--- src/rtl/snd_cmd_queue.sv ---
// rtl/snd_cmd_queue.sv - main-to-sound CPU command latch/FIFO with sound IRQ controller
module snd_cmd_queue #(
    parameter int DW          = 8,
    parameter int DEPTH       = 4,
    parameter int MODE        = 1,
    parameter int IRQ_ON_DATA = 1
) (
    input  logic                     clk_49m,
    input  logic                     reset,
    input  logic                     cen_wr,
    input  logic                     wr_cs,
    input  logic [DW-1:0]            din,
    input  logic                     trigger,
    input  logic                     cen_rd,
    input  logic                     rd_cs,
    input  logic                     irq_ack,
    output logic [DW-1:0]            dout,
    output logic                     n_int,
    output logic [$clog2(DEPTH):0]   count,
    output logic                     full,
    output logic                     empty,
    output logic                     overflow,
    input  logic                     clr_ovf
);

    localparam int AW = (DEPTH > 1) ? $clog2(DEPTH) : 1;
    localparam int CW = $clog2(DEPTH) + 1;

    logic [DW-1:0] mem [DEPTH];
    logic [AW-1:0] wptr_q, wptr_d, rptr_q, rptr_d;
    logic [CW-1:0] count_q, count_d;
    logic          full_q, full_d, empty_q, empty_d;
    logic [DW-1:0] dout_q, dout_d;
    logic          pending_q, pending_d;
    logic          ovf_q, ovf_d;
    logic          rd_prev_q, rd_prev_d;

    logic wr_ev, trig_ev, pop_ev;
    logic do_pop, do_push, ovf_set, irq_set;

    assign wr_ev   = wr_cs & cen_wr;
    assign trig_ev = trigger & cen_wr;
    // One pop per read access: only the rising edge of rd_cs as seen on cen_rd counts.
    assign pop_ev  = cen_rd & rd_cs & ~rd_prev_q;

    always_comb begin
        wptr_d    = wptr_q;
        rptr_d    = rptr_q;
        count_d   = count_q;
        dout_d    = dout_q;
        do_pop    = 1'b0;
        do_push   = 1'b0;
        ovf_set   = 1'b0;
        irq_set   = trig_ev;
        rd_prev_d = cen_rd ? rd_cs : rd_prev_q;

        if (MODE == 0) begin
            if (wr_ev) begin
                dout_d  = din;
                count_d = CW'(1);
            end
        end else begin
            do_pop  = pop_ev & ~empty_q;
            // A simultaneous pop frees a slot, so a write on a full FIFO is still accepted.
            do_push = wr_ev & (~full_q | do_pop);
            ovf_set = wr_ev & full_q & ~do_pop;
            if (do_pop) begin
                dout_d = mem[rptr_q];
                rptr_d = rptr_q + AW'(1);
            end
            if (do_push) begin
                wptr_d = wptr_q + AW'(1);
            end
            count_d = count_q + CW'(do_push) - CW'(do_pop);
            if (IRQ_ON_DATA != 0 && cen_rd && !empty_q && !irq_ack) begin
                irq_set = 1'b1;
            end
        end

        pending_d = irq_set ? 1'b1 : (irq_ack ? 1'b0 : pending_q);
        ovf_d     = ovf_set ? 1'b1 : (clr_ovf ? 1'b0 : ovf_q);
        full_d    = (MODE != 0) && (count_d == CW'(DEPTH));
        empty_d   = (count_d == '0);
    end

    always_ff @(posedge clk_49m or posedge reset) begin
        if (reset) begin
            wptr_q    <= '0;
            rptr_q    <= '0;
            count_q   <= '0;
            full_q    <= 1'b0;
            empty_q   <= 1'b1;
            dout_q    <= '0;
            pending_q <= 1'b0;
            ovf_q     <= 1'b0;
            rd_prev_q <= 1'b0;
        end else begin
            wptr_q    <= wptr_d;
            rptr_q    <= rptr_d;
            count_q   <= count_d;
            full_q    <= full_d;
            empty_q   <= empty_d;
            dout_q    <= dout_d;
            pending_q <= pending_d;
            ovf_q     <= ovf_d;
            rd_prev_q <= rd_prev_d;
        end
    end

    always_ff @(posedge clk_49m) begin
        if (do_push) begin
            mem[wptr_q] <= din;
        end
    end

    assign dout     = dout_q;
    assign n_int    = ~pending_q;
    assign count    = count_q;
    assign full     = full_q;
    assign empty    = empty_q;
    assign overflow = ovf_q;

endmodule

--- config.mk ---
export PLATFORM = sky130hd
export DESIGN_NAME = snd_cmd_queue
export DESIGN_NICKNAME = d
export VERILOG_FILES = /design/src/rtl/snd_cmd_queue.sv
export SDC_FILE = /design/constraint.sdc
export NUM_CORES = 1
export LEC_CHECK = 0
export ABC_AREA = 1
export BUFFER_PORTS_ARGS = -buffer_cell sky130_fd_sc_hd__buf_2
export CAP_MARGIN = 20
export CELL_PAD_IN_SITES_DETAIL_PLACEMENT = 0
export CELL_PAD_IN_SITES_GLOBAL_PLACEMENT = 1
export CORE_UTILIZATION = 35
export DETAILED_ROUTE_END_ITERATION = 7
export PLACE_DENSITY_LB_ADDON = 0.1
export SLEW_MARGIN = 5
export SYNTH_ARGS = -nofsm -noshare
export SYNTH_HDL_FRONTEND = slang
export SYNTH_SLANG_ARGS = --single-unit
--- constraint.sdc ---
create_clock -name clk_49m -period 2.6 [get_ports clk_49m]
set_input_delay 0.13 -clock clk_49m [delete_from_list [all_inputs] [get_ports clk_49m]]
set_output_delay 0.13 -clock clk_49m [all_outputs]
set_load 0.01 [all_outputs]
==> impl_metrics.xml <==
<?xml version="1.0" encoding="UTF-8"?>
<metrics>
  <group name="run_status">
    <metric name="run_status" unit="">finished, final reports clean</metric>
  </group>
  <group name="grt">
    <metric name="grt_pass1_wl" unit="um">7570</metric>
    <metric name="grt_antenna_before_repair" unit="">0</metric>
    <metric name="grt_usage" unit="%">14.4</metric>
    <metric name="first_global_vias" unit="">1536</metric>
    <metric name="grt_overflow_total" unit="">0</metric>
    <metric name="grt_start_max_net_pins" unit="">21</metric>
  </group>
  <group name="finish">
    <metric name="layout.core_utilization" unit="%">41.7</metric>
    <metric name="mostFrequentLayoutCell" unit="">sky130_fd_sc_hd__nand2_1</metric>
    <metric name="final_area" unit="mm^2">0.00266</metric>
    <metric name="share_of_final_layout_standard_cells_stronger_than_drive_strength_1" unit="%">21.1</metric>
    <metric name="antenna_cells_inserted" unit="">0</metric>
    <metric name="num-nets-final" unit="">302</metric>
    <metric name="final_cell_count_no_fill" unit="">356</metric>
    <metric name="final_cell_mix" unit="">77 x sky130_fd_sc_hd__nand2_1, 51 x sky130_fd_sc_hd__inv_1, 32 x sky130_fd_sc_hd__edfxtp_1, 31 x sky130_fd_sc_hd__buf_2, 19 x sky130_fd_sc_hd__dfrtp_1</metric>
    <metric name="areaGrowthSynthToFinish" unit="%">14.6</metric>
  </group>
  <group name="clock_network">
    <metric name="postCtsResizedCells" unit="">0</metric>
    <metric name="cts-buffers-inserted" unit="">5</metric>
    <metric name="clk_transition_reported_paths" unit="ns">0.09</metric>
    <metric name="worstSkewPairLatency" unit="ns">0.30</metric>
    <metric name="clockBufferDepth" unit="">2</metric>
    <metric name="sinks_on_the_clock_net" unit="">52</metric>
    <metric name="ctsRootBufferMaster" unit="">sky130_fd_sc_hd__clkbuf_8</metric>
    <metric name="tritoncts" unit="">built</metric>
    <metric name="cts_setup_buffers" unit="">0</metric>
    <metric name="ctsHtreeMaxLevel" unit="">2</metric>
  </group>
  <group name="worst_setup_path">
    <metric name="timing.critical_path.fanout_max" unit="">7</metric>
    <metric name="path_class" unit="">flip-flop to flip-flop</metric>
    <metric name="setup.worst_path.end_class" unit="">flip-flop</metric>
    <metric name="critical_path.startpoint_type" unit="">flip-flop</metric>
    <metric name="crit_required" unit="ns">2.84</metric>
    <metric name="crit_arrival" unit="ns">2.63</metric>
  </group>
  <group name="floorplanning">
    <metric name="floorplan.initialDensity" unit="%">36.4</metric>
    <metric name="die-area" unit="mm^2">0.00697</metric>
    <metric name="placeable_core_region" unit="mm^2">0.00639</metric>
    <metric name="fp-row-count" unit="">29</metric>
    <metric name="dieHeight" unit="um">83.5</metric>
    <metric name="die_w" unit="um">83.5</metric>
    <metric name="pin_count" unit="">32</metric>
  </group>
  <group name="logic_synthesis">
    <metric name="seq_area_frac_synth" unit="%">62.9</metric>
    <metric name="yosysTopAreaCellShare" unit="%">41.3</metric>
    <metric name="syn-cell-area" unit="mm^2">0.00232</metric>
    <metric name="synth_area_leader_cell" unit="">sky130_fd_sc_hd__edfxtp_1</metric>
    <metric name="synth_ff_type" unit="">sky130_fd_sc_hd__edfxtp_1</metric>
    <metric name="synth_fp_nets" unit="">263</metric>
    <metric name="syn-instance-count" unit="">239</metric>
    <metric name="netlist-cell-type-count" unit="">20</metric>
    <metric name="post_synth_main_area_contributors" unit="">sky130_fd_sc_hd__edfxtp_1 41%, sky130_fd_sc_hd__dfrtp_1 20%, sky130_fd_sc_hd__nand2_1 12%</metric>
    <metric name="synth-warning-count" unit="">0</metric>
    <metric name="post_synth.cell_area_avg" unit="um^2">9.73</metric>
    <metric name="synth-edff-count" unit="">32</metric>
    <metric name="synth.ff_latch_count" unit="">52</metric>
    <metric name="synth-async-reset-ratio" unit="%">38.5</metric>
  </group>
  <group name="detailed_routing">
    <metric name="drcViolationCount" unit="">0</metric>
    <metric name="via_per_inst" unit="">4.26</metric>
    <metric name="drt-initial-drc-count" unit="">60</metric>
    <metric name="route.final.wire_length" unit="um">4400</metric>
    <metric name="detail_route.wl_per_cell" unit="um">12.4</metric>
    <metric name="vias_after_detailed_routing" unit="">1516</metric>
    <metric name="drt_pass1_iterations" unit="">4</metric>
    <metric name="detail-route-antenna-nets" unit="">0</metric>
  </group>
  <group name="timing">
    <metric name="fin_hold_ws" unit="ns">0.0194</metric>
    <metric name="fin_crit_sh" unit="%">91.8</metric>
    <metric name="setup_viol_count_final" unit="">0</metric>
    <metric name="setup_repair_after_global_routing_missed_its_margin" unit="">no</metric>
    <metric name="layout_min_cycle_time" unit="ns">2.39</metric>
    <metric name="worst_pin_slew" unit="ns">0.784</metric>
    <metric name="tns" unit="ns">0</metric>
    <metric name="slew_limit_fails" unit="">0</metric>
    <metric name="final_setup_skew" unit="ns">0.00647</metric>
    <metric name="timing.slew.headroom" unit="%">47.7</metric>
    <metric name="post-route-worst-setup-slack" unit="ns">0.214</metric>
    <metric name="max_freq" unit="GHz">0.419</metric>
    <metric name="hold_violation_count_in_the_final_report" unit="">0</metric>
  </group>
  <group name="power_and_ir_drop">
    <metric name="cellLeakagePower" unit="nW">1.36</metric>
    <metric name="cellPowerDensity" unit="mW/mm^2">928</metric>
    <metric name="ir_worst_vdd" unit="uV">352</metric>
    <metric name="p_total" unit="mW">2.47</metric>
  </group>
  <group name="place">
    <metric name="place.detailed.hpwl" unit="um">3030</metric>
    <metric name="place.gp.congestion" unit="">0.679</metric>
    <metric name="io_buffers" unit="">31</metric>
    <metric name="dpl.cell_count" unit="">347</metric>
    <metric name="detailed_place.area" unit="mm^2">0.00257</metric>
    <metric name="placement.setup.worst_slack" unit="ns">0.211</metric>
  </group>
  <group name="hold_path">
    <metric name="hold_path.class" unit="">primary input to flip-flop</metric>
  </group>
  <group name="flow_run">
    <metric name="max_cap_viol_count" unit="">0</metric>
  </group>
</metrics>
[cell usage after synthesis (2+ instances only)]
cell	number
sky130_fd_sc_hd__nand2_1	77
sky130_fd_sc_hd__inv_1	51
sky130_fd_sc_hd__edfxtp_1	32
sky130_fd_sc_hd__dfrtp_1	19
sky130_fd_sc_hd__nand3_1	18
sky130_fd_sc_hd__nor2_1	11
sky130_fd_sc_hd__nand2_2	10
sky130_fd_sc_hd__ha_1	6
sky130_fd_sc_hd__buf_2	2
sky130_fd_sc_hd__buf_6	2
sky130_fd_sc_hd__inv_2	2
[layer usage]
metal	track usage [%]	up-vias	wire length (um)	share of wire, %
li1	-	796	-	-
met1	18.8	694	2070	47
met2	24.2	21	2150	49
met3	2.67	5	125	2.8
met4	5.08	0	56	1.3
met5	0	-	0	0
[worst paths after layout]
check / start / to / slack (ns) / cells after the start
hold / removal: clr_ovf / overflow / 0.02 / 2
min in group asynchronous: reset / pending_q / 0.51 / 3
setup / recovery: empty / empty / 0.21 / 12
max in group asynchronous: reset / dout[7] / 1.60 / 3
hold reg to reg: dout[4] / dout[4] / 0.48 / 2
setup reg to reg: empty / empty / 0.21 / 12
[where the power goes]
part	total (mW)	internal, mW	switching [mW]
Clock	0.443	0.186	0.257
Sequential	1.22	1.06	0.164
Combinational	0.807	0.306	0.501
[final cells by class]
type / count / area [um^2]
clock buffers: 5 / 68.8
multi-input cells: 128 / 607
fillers: 652 / 3720
repair buffers: 37 / 203
clock inverters: 3 / 18.8
flip-flops and latches: 52 / 1460
inverters: 54 / 208
well taps: 77 / 96.3
[cell families after synthesis]
logic type / Yosys count / share of synthesized area (%)
flops: 52 / 62.9
compound gates: 3 / 0.699
fa+ha+maj: 7 / 4.09
simple gates: 118 / 21.3
buf+inv: 59 / 11.0
[worst max-delay path, cell delays in order, from the launching register on]
cell and delay (ns):
sky130_fd_sc_hd__dfstp_2 0.55, sky130_fd_sc_hd__nor2_1 0.05, sky130_fd_sc_hd__nand2_2 0.08, sky130_fd_sc_hd__nand2_1 0.13, sky130_fd_sc_hd__nand2_2 0.15, sky130_fd_sc_hd__ha_1 0.24, sky130_fd_sc_hd__inv_1 0.05, sky130_fd_sc_hd__ha_1 0.12
sky130_fd_sc_hd__inv_1 0.05, sky130_fd_sc_hd__fa_1 0.47, sky130_fd_sc_hd__inv_1 0.04, sky130_fd_sc_hd__or2_2 0.28, sky130_fd_sc_hd__nor2_1 0.11
[flip-flops by register name (all words and copies together), names as in the netlist]
| register | flops |
|---|---|
| count | 3 |
| dout | 8 |
| empty | 1 |
| full | 1 |
| mem | 32 |
| overflow | 1 |
| pending_q | 1 |
| rd_prev_q | 1 |
| rptr_q | 2 |
| wptr_q | 2 |
[timing repair]
action / in CTS / in global routing
setup endpoints to repair: 0 / 0
hold endpoints to repair: 19 / 0
hold buffers: 1 / 0
Power figures use the tool's default switching activity.
